==> src/rtl/tdc_pkg.sv <==
// Shared types and width helpers for the tapped-delay-line TDC measurement path.
package tdc_pkg;

  localparam int N_DELAY_DEF = 32;
  localparam int SETTLE_W    = 4;

  typedef enum logic [2:0] {
    ST_IDLE,
    ST_LAUNCH,
    ST_SETTLE,
    ST_CAPTURE,
    ST_RECOVER,
    ST_DONE
  } tdc_state_e;

  // Tap count must represent 0..N inclusive, hence N+1 codes.
  function automatic int tdc_cw(input int n);
    return $clog2(n + 1);
  endfunction

  // Eight extra bits cover up to 255 accumulated samples.
  function automatic int tdc_sw(input int n);
    return tdc_cw(n) + 8;
  endfunction

endpackage

==> src/rtl/tdc_therm2bin.sv <==
// Thermometer code to tap count, plus a flag for any set bit above the first zero.
module tdc_therm2bin
  import tdc_pkg::*;
#(
  parameter  int N_DELAY = N_DELAY_DEF,
  localparam int CW      = tdc_cw(N_DELAY)
) (
  input  logic [N_DELAY-1:0] code_i,
  output logic [CW-1:0]      count_o,
  output logic               bubble_o
);

  logic          run;
  logic [CW-1:0] count;
  logic          bubble;

  // 'run' stays high while every tap so far has fired; a set tap after it drops is a bubble.
  always_comb begin
    run    = 1'b1;
    count  = '0;
    bubble = 1'b0;
    for (int i = 0; i < N_DELAY; i++) begin
      run    = run & code_i[i];
      count  = count + CW'(run);
      bubble = bubble | (code_i[i] & ~run);
    end
  end

  assign count_o  = count;
  assign bubble_o = bubble;

endmodule

==> src/rtl/tdc_measure_ctrl.sv <==
// Burst sequencer for the TDC delay line: launch/settle/capture per sample,
// accumulating sum/min/max of tap counts and handing the result off via valid/ready.
module tdc_measure_ctrl
  import tdc_pkg::*;
#(
  parameter  int N_DELAY = N_DELAY_DEF,
  localparam int CW      = tdc_cw(N_DELAY),
  localparam int SW      = tdc_sw(N_DELAY)
) (
  input  logic                clk,
  input  logic                rst_n,
  input  logic                start_req,
  input  logic [7:0]          cfg_num_samples,
  input  logic [SETTLE_W-1:0] cfg_settle,
  output logic                tdc_start,
  input  logic [N_DELAY-1:0]  tdc_code,
  output logic                busy,
  output logic                result_valid,
  input  logic                result_ready,
  output logic [SW-1:0]       result_sum,
  output logic [CW-1:0]       result_min,
  output logic [CW-1:0]       result_max,
  output logic                result_bubble
);

  tdc_state_e          state_q;
  logic [SETTLE_W-1:0] settle_cfg_q;
  logic [SETTLE_W-1:0] timer_q;
  logic [7:0]          samples_left_q;
  logic                tdc_start_q;
  logic                busy_q;
  logic                valid_q;
  logic [SW-1:0]       sum_q;
  logic [CW-1:0]       min_q;
  logic [CW-1:0]       max_q;
  logic                bubble_q;

  logic [CW-1:0]       tap_count;
  logic                tap_bubble;
  logic [SW-1:0]       sum_d;
  logic [CW-1:0]       min_d;
  logic [CW-1:0]       max_d;
  logic                bubble_d;

  tdc_therm2bin #(.N_DELAY(N_DELAY)) u_therm2bin (
    .code_i   (tdc_code),
    .count_o  (tap_count),
    .bubble_o (tap_bubble)
  );

  // Conversion feeds the accumulators directly so the capture cycle folds in the live code.
  always_comb begin
    sum_d    = sum_q + {{(SW-CW){1'b0}}, tap_count};
    min_d    = (tap_count < min_q) ? tap_count : min_q;
    max_d    = (tap_count > max_q) ? tap_count : max_q;
    bubble_d = bubble_q | tap_bubble;
  end

  always_ff @(posedge clk or posedge rst_n) begin
    if (rst_n) begin
      state_q        <= ST_IDLE;
      settle_cfg_q   <= '0;
      timer_q        <= '0;
      samples_left_q <= '0;
      tdc_start_q    <= 1'b0;
      busy_q         <= 1'b0;
      valid_q        <= 1'b0;
      sum_q          <= '0;
      min_q          <= '1;
      max_q          <= '0;
      bubble_q       <= 1'b0;
    end else begin
      case (state_q)
        ST_IDLE: begin
          if (start_req) begin
            settle_cfg_q   <= (cfg_settle == '0) ? SETTLE_W'(1) : cfg_settle;
            samples_left_q <= (cfg_num_samples == 8'd0) ? 8'd1 : cfg_num_samples;
            sum_q          <= '0;
            min_q          <= '1;
            max_q          <= '0;
            bubble_q       <= 1'b0;
            busy_q         <= 1'b1;
            tdc_start_q    <= 1'b1;
            state_q        <= ST_LAUNCH;
          end
        end
        ST_LAUNCH: begin
          timer_q <= settle_cfg_q - SETTLE_W'(1);
          state_q <= ST_SETTLE;
        end
        ST_SETTLE: begin
          if (timer_q == '0) begin
            tdc_start_q <= 1'b0;
            state_q     <= ST_CAPTURE;
          end else begin
            timer_q <= timer_q - SETTLE_W'(1);
          end
        end
        ST_CAPTURE: begin
          sum_q          <= sum_d;
          min_q          <= min_d;
          max_q          <= max_d;
          bubble_q       <= bubble_d;
          samples_left_q <= samples_left_q - 8'd1;
          timer_q        <= settle_cfg_q - SETTLE_W'(1);
          state_q        <= ST_RECOVER;
        end
        ST_RECOVER: begin
          if (timer_q != '0) begin
            timer_q <= timer_q - SETTLE_W'(1);
          end else if (samples_left_q != 8'd0) begin
            tdc_start_q <= 1'b1;
            state_q     <= ST_LAUNCH;
          end else begin
            valid_q <= 1'b1;
            state_q <= ST_DONE;
          end
        end
        ST_DONE: begin
          // start_req is not looked at here, so a request coinciding with the handshake is dropped.
          if (result_ready) begin
            valid_q <= 1'b0;
            busy_q  <= 1'b0;
            state_q <= ST_IDLE;
          end
        end
        default: state_q <= ST_IDLE;
      endcase
    end
  end

  assign tdc_start     = tdc_start_q;
  assign busy          = busy_q;
  assign result_valid  = valid_q;
  assign result_sum    = sum_q;
  assign result_min    = min_q;
  assign result_max    = max_q;
  assign result_bubble = bubble_q;

endmodule

==> config.mk <==
export PLATFORM = sky130hd
export DESIGN_NAME = tdc_measure_ctrl
export DESIGN_NICKNAME = d
export VERILOG_FILES = /design/src/rtl/tdc_pkg.sv /design/src/rtl/tdc_therm2bin.sv /design/src/rtl/tdc_measure_ctrl.sv
export SDC_FILE = /design/constraint.sdc
export NUM_CORES = 1
export LEC_CHECK = 0
export ABC_CLOCK_PERIOD_IN_PS = 2450
export CORE_MARGIN = 2
export CORE_UTILIZATION = 31
export DETAILED_ROUTE_END_ITERATION = 12
export PLACE_DENSITY = 0.58
export SLEW_MARGIN = 10
export SYNTH_ARGS = -nofsm -noshare
export SYNTH_HDL_FRONTEND = slang
export SYNTH_SLANG_ARGS = --single-unit
==> constraint.sdc <==
create_clock -name clk -period 2.45 [get_ports clk]
set_input_delay 0.6125 -clock clk [delete_from_list [all_inputs] [get_ports clk]]
set_output_delay 0.6125 -clock clk [all_outputs]
set_load 0.1 [all_outputs]
; ---- Word-level counts from Yosys, hierarchy flattened
; Index checks and enable logic that the tools add are counted.
; Widths: inputs -> output; s select.
[op_classes]
add_sub_neg = 35
magnitude_cmp = 2
eq_ne = 15
muxes = 33
n_bitwise = 124
reduce_logical = 21
[op_table]
columns = operator, n
row1 = $add 6x1->6, 30
row2 = $and 1x1->1, 62
row3 = $not 1->1, 31
row4 = $or 1x1->1, 31
row5 = $pmux 14 s2, 1
row6 = $mux 6, 4
row7 = $pmux 6 s2, 2
row8 = $ne 2x2->1 const B, 10
row9 = $pmux 3 s6, 1
row10 = $mux 8, 2
row11 = $pmux 8 s2, 1
row12 = $mux 3, 5
row13 = $add 14x6->14, 1
row14 = $mux 14, 1
row15 = $mux 4, 3
row16 = $pmux 4 s3, 1
row17 = $reduce_and 3->1, 4
row18 = $logic_not 4->1, 2
row19 = $logic_not 8->1, 1
row20 = $mux 1, 8
row21 = $reduce_and 4->1, 2
row22 = $reduce_bool 8->1, 1
row23 = $sub 4x1->4 const B, 2
row24 = $sub 8x1->8 const B, 1
row25 = 15 further kinds, 23
[totals]
reg_bits = 49
output_inout_bits = 30
word_cells = 241

; ---- Logic depth before layout (Yosys ltp)
; Gate-level depths: netlist of the first run.
[logic_depth]
depth_word = 36
mapped_depth = 30
depth_no_buf = 29

; ---- By module
; A second synthesis of the first run with hierarchy kept.
[hier_totals]
cells_unflattened = 471
area_unflattened_um2 = 4296.6
[modules_own_cells]
columns = module, instances, cells_each, area_per_inst_um2, seq_area_each_um2
row1 = tdc_measure_ctrl, 1, 325, 3084.2, 1233.7
row2 = tdc_therm2bin, 1, 146, 1212.4, 0.0

; ---- Worst setup path before layout of the first run
; OpenSTA, ideal clock, no wires.
[synth_timing]
path_kind = input to register
from = in tdc_code[3]
to = reg sum_q[12], in the netlist result_sum[12]
setup_ns = 0.169
arrival_time_ns = 7.655
required_time_ns = 2.281
slack_ns = -5.374
stages = 28
n_path_buf = 1
path_cell_list = nand4_2 > or4_1 > buf_6 > nor4_4 > nand4_4 > nor2_2 > inv_1 > fa_1 > fa_1 > inv_1 > fa_1 > fa_1 > fa_1 > fa_1 > fa_1 > inv_1 > fa_1 > inv_1 > a21o_1 > a21oi_1 > xor2_1 > inv_1 > ha_1 > a21boi_0 > o21ai_0 > a21oi_1 > nand4_1 > mux2i_1
[synth_between]
elab_chain_len = 32
elab_cells_between_ends = 60
cone_classes = add/sub: 30 / mux: 1 / bitwise: 29
[synth_rtl]
columns = element, line
row1 = "start, declared", tdc_measure_ctrl.sv:16  ; input logic [N_DELAY-1:0] tdc_code,
row2 = $and 1x1->1 *, tdc_therm2bin.sv:23  ; run = run & code_i[i];
row3 = $add 6x1->6 / $and 1x1->1 (equally long branches) (28 in a row), "tdc_therm2bin.sv:24, tdc_therm2bin.sv:23"
row4 = $add 6x1->6 *, tdc_therm2bin.sv:24  ; count = count + CW'(run);
row5 = $add 14x6->14 *, tdc_measure_ctrl.sv:53  ; sum_d = sum_q + {{(SW-CW){1'b0}}, tap_count};
row6 = $pmux 14 s2 *, tdc_measure_ctrl.sv:73  ; case (state_q)
row7 = "end signal, assigned", tdc_measure_ctrl.sv:100  ; sum_q <= sum_d;
row8 = "end, declared", tdc_measure_ctrl.sv:33  ; logic [SW-1:0] sum_q;
; Every way passes the cells marked *; elsewhere a longest branch is shown, timed or not.
; A chain may end at the register's enable or synchronous reset.

; ---- Worst setup path after layout of the first run
[layout_timing]
from = in tdc_code[1]
to = reg sum_q[10], in the netlist result_sum[10]
[layout_between]
elab_chain_len = 34
elab_cells_between_ends = 64
cone_classes = add/sub: 32 / mux: 1 / bitwise: 31
[layout_rtl]
columns = element, line
row1 = $and 1x1->1 *, tdc_therm2bin.sv:23
row2 = $add 1x1->2 / $and 1x1->1 (equally long branches), "tdc_therm2bin.sv:24, tdc_therm2bin.sv:23"
row3 = $add 6x1->6 / $and 1x1->1 (equally long branches) (29 in a row), "tdc_therm2bin.sv:24, tdc_therm2bin.sv:23"
row4 = $add 6x1->6 *, tdc_therm2bin.sv:24
row5 = $add 14x6->14 *, tdc_measure_ctrl.sv:53
row6 = $pmux 14 s2 *, tdc_measure_ctrl.sv:73
; Marked as above.

==> flow_summary_export.csv, run 1 <==
group,metric,value,unit
route,vias,3880,
timing,fin_ws,-4660,ps
critical_path,timing.critical_path.mode_cell,"fa_1",
power_and_ir_drop,leakage,2.97,nW
critical_path,cp_num_buf_inv,7,
route,final_antenna_net_count,0,
synthesis,seq_area_frac_synth,30.6,%
critical_path,cp-end-kind,"flop",
route,drtPass1Iterations,4,
synthesis,synth_top_cells_by_area,"dfrtp_1 27%, fa_1 12%, ha_1 8.7%, inv_1 5.9%, mux2i_1 4.7%",
synthesis,synth_area,4030,um2
placed_design,dpl_worst_slack,-5550,ps
synthesis,synthFlopType,"dfrtp_1",
synthesis,yosys.area.top_type,"dfrtp_1",
grt,grt_first_pass_wirelength,19200,um
cts,clockRootBuffer,"clkbuf_16",
cts,cts_buffers,5,
synthesis,async_flop_share,100,%
critical_path,startpoint_type,"input pin",
finish,stdcell_count,799,
cts,tritoncts,"yes",
critical_path,max_stage_delay,530,ps
critical_path,required,2670,ps
finish,drive_gt1_share,35.1,%
cts,cts_hold_buf,0,
grt,grt_overflow,0,
critical_path,path_class,"input pin to flop",
grt,grt_start_max_net_pins,32,
floorplan,dieArea,13900,um2
power_and_ir_drop,ir_worst_vdd,0.353,mV
placed_design,globalplace.congestion,0.878,
synthesis,syn_nets,555,
critical_path,crit_cells,28,
timing,hold_viol,0,
cts,clk_path_buf_depth,2,
critical_path,r2r_cells,9,
synthesis,synth-edff-count,0,
synthesis,ys_seq_elements,49,
floorplan,rows,41,
critical_path,timing.rr.start,"result_sum[0]$_DFFE_PP0P_",
cts,clk_pin_slew,70,ps
route,post_drt_wl_per_cell,14.4,um
hold_path,min_delay_path_depth,2,
synthesis,synth.distinct_cells,60,
route,vias_per_cell,4.86,
run_status,violations,"negative setup slack",
floorplan,die_w,118,um
hold_path,hp-start,"settle_cfg_q[2]$_DFFE_PP0P_",
synthesis,ys_warn_count,0,
route,initialDrtViolationCount,171,
synthesis,netlist.area_leader.share,26.7,%
floorplan,pin_count,78,
grt,grt_pass1_vias,3991,
timing,maxSlewViolCount,0,
synthesis,syn_avg_cell_area,8.87,um2
floorplan,die_h,118,um
critical_path,regToRegSetupSlack,410,ps
critical_path,regToRegEndpoint,"result_sum[10]$_DFFE_PP0P_",
floorplan,initial_core_util,31.8,%
critical_path,cpMaxStageDelayCell,"or4_4",
power_and_ir_drop,power,4.51,mW
critical_path,cp.arrival,7330,ps
power_and_ir_drop,cellPowerDensity,730,nW/um2
timing,setup_violations,26,
hold_path,min_path_type,"flop to flop",
synthesis,synthCells,454,
timing,rsz0062_at_grt,"yes",
grt,antenna_found_initial,0,
placed_design,hpwl,9290,um
finish,num-nets-final,727,
grt,grt.total_usage,16.9,%
route,drc,0,
route,routed_wl,11500,um
placed_design,place_inst,770,
timing,min_period,7110,ps
finish,n_fill_cell,1185,
placed_design,port_buffers,77,
timing,worst_pin_slew,772,ps
floorplan,core-area,12700,um2
timing,relSlewSlack,48.3,%
timing,fmax,0.141,GHz
finish,area_growth,53.4,%
critical_path,critPathMaxFanout,4,
finish,antenna_cells,0,
timing,fin_skew,6.19,ps
run,cap_violations,0,
critical_path,critPathTopFamily,"adder cells",
cts,cts.sinks,49,
run_status,outcome,"finished with violations",
timing,min_period_over_period,290,%
hold_path,worstHoldEndpoint,"settle_cfg_q[2]$_DFFE_PP0P_",
cts,h-tree-depth,2,
cts,insertion_delay,290,ps
how the worst max path moves through the flow:
| stage | to | from | slack, ps |
|---|---|---|---|
| 5_1_grt | result_max[3]$_DFFE_PP0P_ | tdc_code[1] | -4910 |
| 4_1_cts | result_min[4]$_DFFE_PP1P_ | tdc_code[4] | -4870 |
| 6_report | result_sum[10]$_DFFE_PP0P_ | tdc_code[1] | -4660 |
| 3_3_place_gp | result_sum[12]$_DFFE_PP0P_ | tdc_code[1] | -5290 |
| 3_5_place_dp | result_sum[12]$_DFFE_PP0P_ | tdc_code[1] | -5550 |
| 2_1_floorplan | result_sum[12]$_DFFE_PP0P_ | tdc_code[3] | -4740 |
report_power, final:
| part | internal (mW) | total (mW) | switching [mW] |
|---|---|---|---|
| combinational | 0.841 | 2.44 | 1.59 |
| sequential | 1.10 | 1.35 | 0.250 |
| clock | 0.407 | 0.723 | 0.316 |
| total | 2.35 | 4.51 | 2.16 |
kinds of logic (layout without fill, tap and decap cells):
| logic type | after synthesis | count (layout) | synth area share (%) |
|---|---|---|---|
| XOR/XNOR | 10 | 10 | 2.18 |
| buffers and inverters | 75 | 248 | 7.21 |
| AND/OR/NAND/NOR | 167 | 167 | 21.2 |
| adder cells (fa/ha/maj) | 53 | 53 | 21.1 |
| multiplexers | 21 | 21 | 5.28 |
| AO/OA/AOI/OAI | 79 | 79 | 12.3 |
| flip-flops | 49 | 49 | 30.6 |
flip-flops by register name (all words and copies together) (netlist names), 3 cells and up:
name	cells
settle_cfg_q	4
timer_q	4
result_min	6
samples_left_q	8
result_max	6
state_q	3
result_sum	14
synth_stat cells (all sizes together), types with 5 or more instances:
| master | number |
|---|---|
| inv | 63 |
| nand2 | 50 |
| dfrtp | 43 |
| nor2 | 39 |
| ha | 28 |
| o21ai | 26 |
| fa | 25 |
| a21oi | 19 |
| mux2i | 19 |
| nand3 | 16 |
| nand4 | 11 |
| nor3 | 10 |
| and3 | 9 |
| clkbuf | 9 |
| xor2 | 8 |
| and2 | 6 |
| dfstp | 6 |
| o211ai | 6 |
| a21o | 5 |
| nor2b | 5 |
| or4 | 5 |
tightest hold or removal path, cell delays in order (launching register included):
cell and delay (ps):
dfrtp_1 350, nand2_1 50, nand2_1 50
placed cells by master, fill, tap and decap left out, types with 6 or more instances in the layout:
cell,n
a21oi_1,13
and3_1,6
buf_4,124
buf_6,10
clkdlybuf4s50_1,27
dfrtp_1,43
dfstp_2,6
dlygate4sd2_1,8
fa_1,22
ha_1,20
ha_4,8
inv_1,55
inv_2,7
mux2i_1,19
nand2_1,49
nand3_1,12
nand4_1,9
nor2_1,34
nor3_1,8
o211ai_1,6
o21ai_0,12
o21ai_1,8
xor2_1,6
layout make-up:
class | count | area [um2] | area share (%)
timing repair buffer | 177 | 1490 | 24.1
clock buffer | 6 | 139 | 2.25
multi-input combinational | 330 | 2850 | 46.1
sequential | 49 | 1230 | 20.0
inverter | 63 | 239 | 3.87
tap | 172 | 215 | 3.49
clock inverter | 2 | 13.8 | 0.223
per-layer routing:
layer	global-route usage (%)	vias to the layer above	wire length, um
met3	1.70	15	353
met1	20.5	1887	4910
met2	31.5	76	6080
met5	0	-	0
met4	4.44	0	186
li1	-	1902	-
timing repair:
action / CTS / global route
pin swaps: 37 / 31
buffers inserted: 15 / 6
resized for setup: 92 / 28
endpoints found under the setup margin: 27 / 27
through the flow:
step                utilization, %  setup TNS (ps)  hold slack, ps  cell area, um2
floorplan                        -         -115960             442            4140
global placement              44.3         -133190             463            5620
detailed placement            44.3         -140050             465            5620
CTS                           47.3         -121470             483            5990
global route                  48.7         -122340             516            6170
finish                        48.7         -116700             482            6170
No activity file was read; power rests on OpenSTA's default activity.
==> run 2: changes to the inputs <==
--- a/config.mk
+++ b/config.mk
@@ -10,6 +10,7 @@
 export CORE_UTILIZATION = 31
 export DETAILED_ROUTE_END_ITERATION = 12
 export PLACE_DENSITY = 0.58
+export REMOVE_ABC_BUFFERS = 1
 export SLEW_MARGIN = 10
 export SYNTH_ARGS = -nofsm -noshare
 export SYNTH_HDL_FRONTEND = slang
==> run 2 against run 1 <==
Effect of this change: the run still ends with negative setup slack left; combinational power hardly changed; clock skew hardly changed; clock power hardly changed; wire length is 6.7% higher; count of clock-buffer cells in the layout is 1 lower; sequential share of layout area is 0.80 points lower; largest cell class unchanged; largest power group unchanged.
==> flow_summary_export.csv, run 2 (synthesized netlist as in run 1, its figures left out) <==
group,metric,value,unit
finish,antenna_cells,0,
timing,min_period,7240,ps
power_and_ir_drop,power_switching,2.18,mW
critical_path,timing.rr.start,"state_q[0]$_DFFE_PP0P_",
grt,grt_overflow,0,
cts,cts.sinks,49,
timing,hold_viol,0,
power_and_ir_drop,cellPowerDensity,704,nW/um2
timing,fmax,0.138,GHz
timing,setup_violations,27,
grt,grt_pass1_vias,4239,
timing,maxSlewViolCount,0,
finish,num-nets-final,765,
route,post_drt_wl_per_cell,14.7,um
floorplan,die_h,118,um
hold_path,min_delay_path_depth,2,
critical_path,required,2660,ps
grt,grt_first_pass_wirelength,19900,um
finish,ff_latch_area,1230,um2
placed_design,hpwl,9060,um
floorplan,die_w,118,um
placed_design,globalplace.congestion,0.862,
run,cap_violations,0,
cts,clk_pin_slew,70,ps
critical_path,cp-end-kind,"flop",
timing,min_period_over_period,296,%
cts,insertion_delay,290,ps
finish,design_area,6430,um2
cts,clk_path_buf_depth,2,
finish,n_fill_cell,1170,
floorplan,initial_core_util,31.8,%
hold_path,worstHoldEndpoint,"busy$_DFFE_PP0P_",
timing,tns,-120490,ps
placed_design,port_buffers,77,
power_and_ir_drop,seqPwrFrac,29.6,%
power_and_ir_drop,ir_worst_vdd,0.574,mV
critical_path,path_class,"input pin to flop",
cts,clockRootBuffer,"clkbuf_16",
route,routed_wl,12300,um
timing,fin_ws,-4790,ps
finish,final_common_cell,"buf_4",
placed_design,place_area,5590,um2
floorplan,rows,41,
floorplan,dieArea,13900,um2
route,vias_per_cell,4.79,
critical_path,regToRegSetupSlack,290,ps
cts,tritoncts,"yes",
finish,multi_input_area,2800,um2
floorplan,pin_count,78,
critical_path,cp.arrival,7450,ps
critical_path,cpMaxStageDelayCell,"or4_4",
timing,relSlewSlack,49.4,%
power_and_ir_drop,p_comb_share,54.5,%
power_and_ir_drop,leakage,3.16,nW
grt,antenna_found_initial,0,
placed_design,place_inst,782,
route,initialDrtViolationCount,222,
route,drtPass1Iterations,4,
finish,mostFrequentLayoutCells,"143 x buf_4, 53 x inv_1, 50 x nand2_1",
critical_path,critPathMaxFanout,4,
critical_path,r2r_cells,7,
power_and_ir_drop,p_int,2.35,mW
timing,rsz0062_at_grt,"yes",
run_status,outcome,"finished with violations",
cts,cts_buffers,5,
floorplan,core-area,12700,um2
critical_path,timing.critical_path.mode_cell,"buf_6",
power_and_ir_drop,clkPwrFrac,15.9,%
route,final_antenna_net_count,0,
grt,grt_start_max_net_pins,50,
power_and_ir_drop,switching_share,48.1,%
critical_path,startpoint_type,"input pin",
finish,largest_register_ffs,14,
timing,worst_pin_slew,756,ps
critical_path,max_stage_delay,570,ps
cts,h-tree-depth,2,
route,vias,4006,
finish,stdcell_count,837,
hold_path,hp-start,"busy$_DFFE_PP0P_",
finish,drive_gt1_share,39.8,%
timing,hold_slack,478,ps
hold_path,min_path_type,"flop to flop",
run_status,violations,"negative setup slack",
finish,area_growth,59.8,%
grt,grt.total_usage,17.5,%
route,drc,0,
timing,fin_skew,6.06,ps
critical_path,regToRegEndpoint,"result_bubble$_DFFE_PP0P_",
## run 2: cell count changes in the layout (fill, tap and decap cells not counted), sizes merged, moves of 2 or more
cell | previous run | this run
buf | 142 | 183
clkdlybuf4s50 | 27 | 22
clkinv | 2 | 0
clkinvlp | 0 | 2
dlygate4sd2 | 8 | 10
## run 2: worst max-delay path by stage
stage	to	slack (ps)	startpoint
floorplan	result_sum[12]$_DFFE_PP0P_	-5410	tdc_code[3]
finish	result_max[3]$_DFFE_PP0P_	-4790	tdc_code[6]
detailed placement	result_sum[12]$_DFFE_PP0P_	-5840	tdc_code[0]
global placement	result_sum[12]$_DFFE_PP0P_	-5720	tdc_code[3]
global route	result_max[3]$_DFFE_PP0P_	-5090	tdc_code[6]
CTS	result_max[3]$_DFFE_PP0P_	-4580	tdc_code[9]
## run 2: per-layer routing
layer  global-route usage, %  vias up  wire length [um]  share of wire (%)
met5                       0        -                 0                  0
met3                    2.86       19               449                3.6
met4                    4.22        0               223                1.8
met2                    31.5       83              6390                 52
li1                        -     1969                 -                  -
met1                    21.7     1935              5240                 43
## run 2: timing repair
item / in CTS / in global routing
resized for setup: 145 / 26
hold buffers: 0 / 0
buffers inserted: 38 / 10
pin swaps: 63 / 27
endpoints found under the setup margin: 27 / 27
endpoints found under the hold margin: 0 / 0
## run 2: power by group through the flow
| stage | clock (mW) | sequential, mW | combinational (mW) |
|---|---|---|---|
| CTS | 0.737 | 1.34 | 2.40 |
| finish | 0.721 | 1.34 | 2.47 |
| floorplan | 0 | 2.00 | 0.918 |
| detailed placement | 0 | 1.34 | 2.34 |
| global placement | 0 | 1.34 | 2.28 |
| global route | 0.770 | 1.38 | 2.68 |
## run 2: through the flow
| stage | utilization, % | total power, mW | setup WS [ps] |
|---|---|---|---|
| 2_1_floorplan | - | 2.92 | -5410 |
| 3_3_place_gp | 44.1 | 3.62 | -5720 |
| 3_5_place_dp | 44.1 | 3.68 | -5840 |
| 4_1_cts | 49.4 | 4.48 | -4580 |
| 5_1_grt | 50.8 | 4.83 | -5090 |
| 6_report | 50.8 | 4.53 | -4790 |
## run 2: critical path: cells and delay by family
family | cells | cell delay, ps
xor gates and xnor gates | 1 | 220
buffers and inverters | 28 | 2490
AOI/OAI and AO/OA | 3 | 500
muxes | 1 | 210
and+or+nand+nor | 6 | 1180
adders and majority gates | 6 | 2270
## run 2: layout make-up
cell class	instances	area share [%]
clock buffer	5	1.94
clock inverter	3	0.408
inverter	63	3.68
multi-input combinational	330	43.6
sequential	49	19.2
tap	172	3.34
timing repair buffer	215	27.9
==> run 3: changes to the inputs <==
--- a/config.mk
+++ b/config.mk
@@ -9,6 +9,7 @@
 export CORE_MARGIN = 2
 export CORE_UTILIZATION = 31
 export DETAILED_ROUTE_END_ITERATION = 12
+export GPL_TIMING_DRIVEN = 0
 export PLACE_DENSITY = 0.58
 export REMOVE_ABC_BUFFERS = 1
 export SLEW_MARGIN = 10
==> run 3 against run 2 <==
Effect of this change: the run still ends with negative setup slack left; final area down 11%; die area stayed put; critical path depth shrank 16; sequential power hardly changed; flip-flop and latch count is the same; first-iteration DRC count is 6.8% lower; clock skew is 2.7 ps higher; clock power is 7.4% lower.
==> flow_summary_export.csv, run 3 (synthesized netlist as in run 1, its figures left out) <==
group,metric,value,unit
run_status,outcome,"finished with violations",
run_status,violations,"negative setup slack",
critical_path,cpMaxStageDelayCell,"or4_4",
power_and_ir_drop,leakage,2.81,nW
placed_design,place_area,4980,um2
floorplan,die_h,118,um
finish,design_area,5710,um2
grt,grt.total_usage,15.5,%
grt,grt_overflow,0,
timing,maxSlewViolCount,0,
finish,drive_gt1_share,24.6,%
route,vias,3640,
finish,final_common_cell,"inv_1",
floorplan,rows,41,
timing,fin_ws,-4550,ps
timing,relSlewSlack,33.2,%
finish,num-nets-final,671,
route,routed_wl,10700,um
cts,clk_path_buf_depth,2,
route,final_antenna_net_count,0,
cts,cts.sinks,49,
placed_design,port_buffers,77,
floorplan,core-area,12700,um2
placed_design,dpl_worst_slack,-6800,ps
placed_design,globalplace.congestion,0.843,
grt,antenna_found_initial,0,
route,initialDrtViolationCount,207,
timing,fin_skew,8.80,ps
critical_path,required,2620,ps
grt,grtUsageMet1,19.4,%
power_and_ir_drop,power,4.21,mW
placed_design,place_inst,692,
timing,fmax,0.143,GHz
grt,grt_start_max_net_pins,35,
finish,stdcell_count,742,
critical_path,cp.arrival,7170,ps
floorplan,die_w,118,um
critical_path,cp-end-kind,"flop",
route,drtPass1Iterations,4,
cts,clockRootBuffer,"clkbuf_16",
power_and_ir_drop,ir_worst_vdd,0.458,mV
timing,min_period_over_period,286,%
cts,insertion_delay,290,ps
grt,grt_use_met2,28.3,%
timing,min_period,7000,ps
route,vias_per_cell,4.91,
floorplan,pin_count,78,
cts,cts_buffers,5,
finish,n_fill_cell,1221,
timing,setup_violations,26,
critical_path,path_class,"input pin to flop",
grt,grt.busiest_layer,"met2",
timing,worst_pin_slew,1010,ps
timing,hold_viol,0,
critical_path,startpoint_type,"input pin",
route,drc,0,
critical_path,max_stage_delay,590,ps
critical_path,critPathMaxFanout,4,
grt,grt_pass1_vias,3813,
cts,h-tree-depth,2,
critical_path,timing.critical_path.mode_cell,"fa_1",
floorplan,dieArea,13900,um2
finish,antenna_cells,0,
grt,grt_first_pass_wirelength,18000,um
placed_design,hpwl,8120,um
finish,area_growth,41.9,%
run,cap_violations,0,
grt,grt_util_met3,2.62,%
cts,clk_pin_slew,60,ps
finish,largest_register_ffs,14,
route,post_drt_wl_per_cell,14.4,um
cts,tritoncts,"yes",
timing,rsz0062_at_grt,"yes",
power_and_ir_drop,cellPowerDensity,738,nW/um2
floorplan,initial_core_util,31.8,%
hold_path,min_path_type,"flop to flop",
finish,mostFrequentLayoutCells,"52 x inv_1, 49 x nand2_1, 43 x dfrtp_1",
==> run 3: changes by cell type in the layout (fill, tap and decap cells not counted), sizes merged <==
| cell | change |
|---|---|
| dlygate4sd2 | +22 |
| clkbuf | +3 |
| inv | -1 |
| buf | -126 |
| dlymetal6s2s | +6 |
| clkinvlp | -2 |
| clkdlybuf4s50 | +2 |
| clkinv | +1 |
==> run 3: path summary, 6_finish.rpt <==
check | cells past startpoint | slack, ps | startpoint | endpoint
worst max-delay path | 29 | -4550 | tdc_code[9] | result_sum[11]$_DFFE_PP0P_
worst min-delay path | 2 | 470 | busy$_DFFE_PP0P_ | busy$_DFFE_PP0P_
worst max register to register | 5 | 240 | state_q[0]$_DFFE_PP0P_ | samples_left_q[5]$_DFFE_PP0P_
worst min register to register | 2 | 470 | busy$_DFFE_PP0P_ | busy$_DFFE_PP0P_
max in group asynchronous | 3 | 1260 | rst_n | result_min[0]$_DFFE_PP1P_
min in group asynchronous | 2 | 620 | rst_n | busy$_DFFE_PP0P_
==> run 3: cell type report <==
cell class	instances	area, um2	share of cell area [%]
inverter	63	236	4.14
clock buffer	6	129	2.26
clock inverter	1	8.76	0.153
timing repair buffer	121	1090	19.1
multi-input combinational	330	2800	48.9
tap	172	215	3.77
sequential	49	1230	21.6
==> run 3: metrics by stage <==
step                      setup TNS (ps)  hold WS [ps]  utilization (%)
after floorplan                  -133040           442                -
after global placement           -179120           462             39.1
after detailed placement         -167620           463             39.3
after CTS                        -112700           480             44.2
after global routing             -119910           506             45.1
final                            -113250           472             45.1
==> run 3: what timing repair did <==
item / in CTS / in global routing
gates resized for setup: 166 / 25
pin swaps: 45 / 9
hold buffers: 0 / 0
gates cloned: 0 / 0
setup endpoints to repair: 52 / 35
setup buffers: 35 / 9
==> run 3: where the power goes <==
group	leakage [nW]	total, mW	internal, mW	switching (mW)
combinational	2.12	2.20	0.694	1.50
clock	0.0669	0.668	0.375	0.292
sequential	0.619	1.35	1.10	0.250
==> run 3: layer usage <==
metal | share of wire [%] | wire, um | vias up
met5 | 0 | 0 | -
met4 | 0.81 | 87 | 0
li1 | - | - | 1775
met1 | 44 | 4670 | 1770
met2 | 51 | 5460 | 85
met3 | 4.3 | 456 | 10
==> run 3: critical path, delay by kind of cell <==
family / cells / cell delay, ps
xor+xnor: 1 / 200
simple gates: 9 / 1570
compound gates: 3 / 620
fa+ha+maj: 9 / 3680
buf+inv: 7 / 470
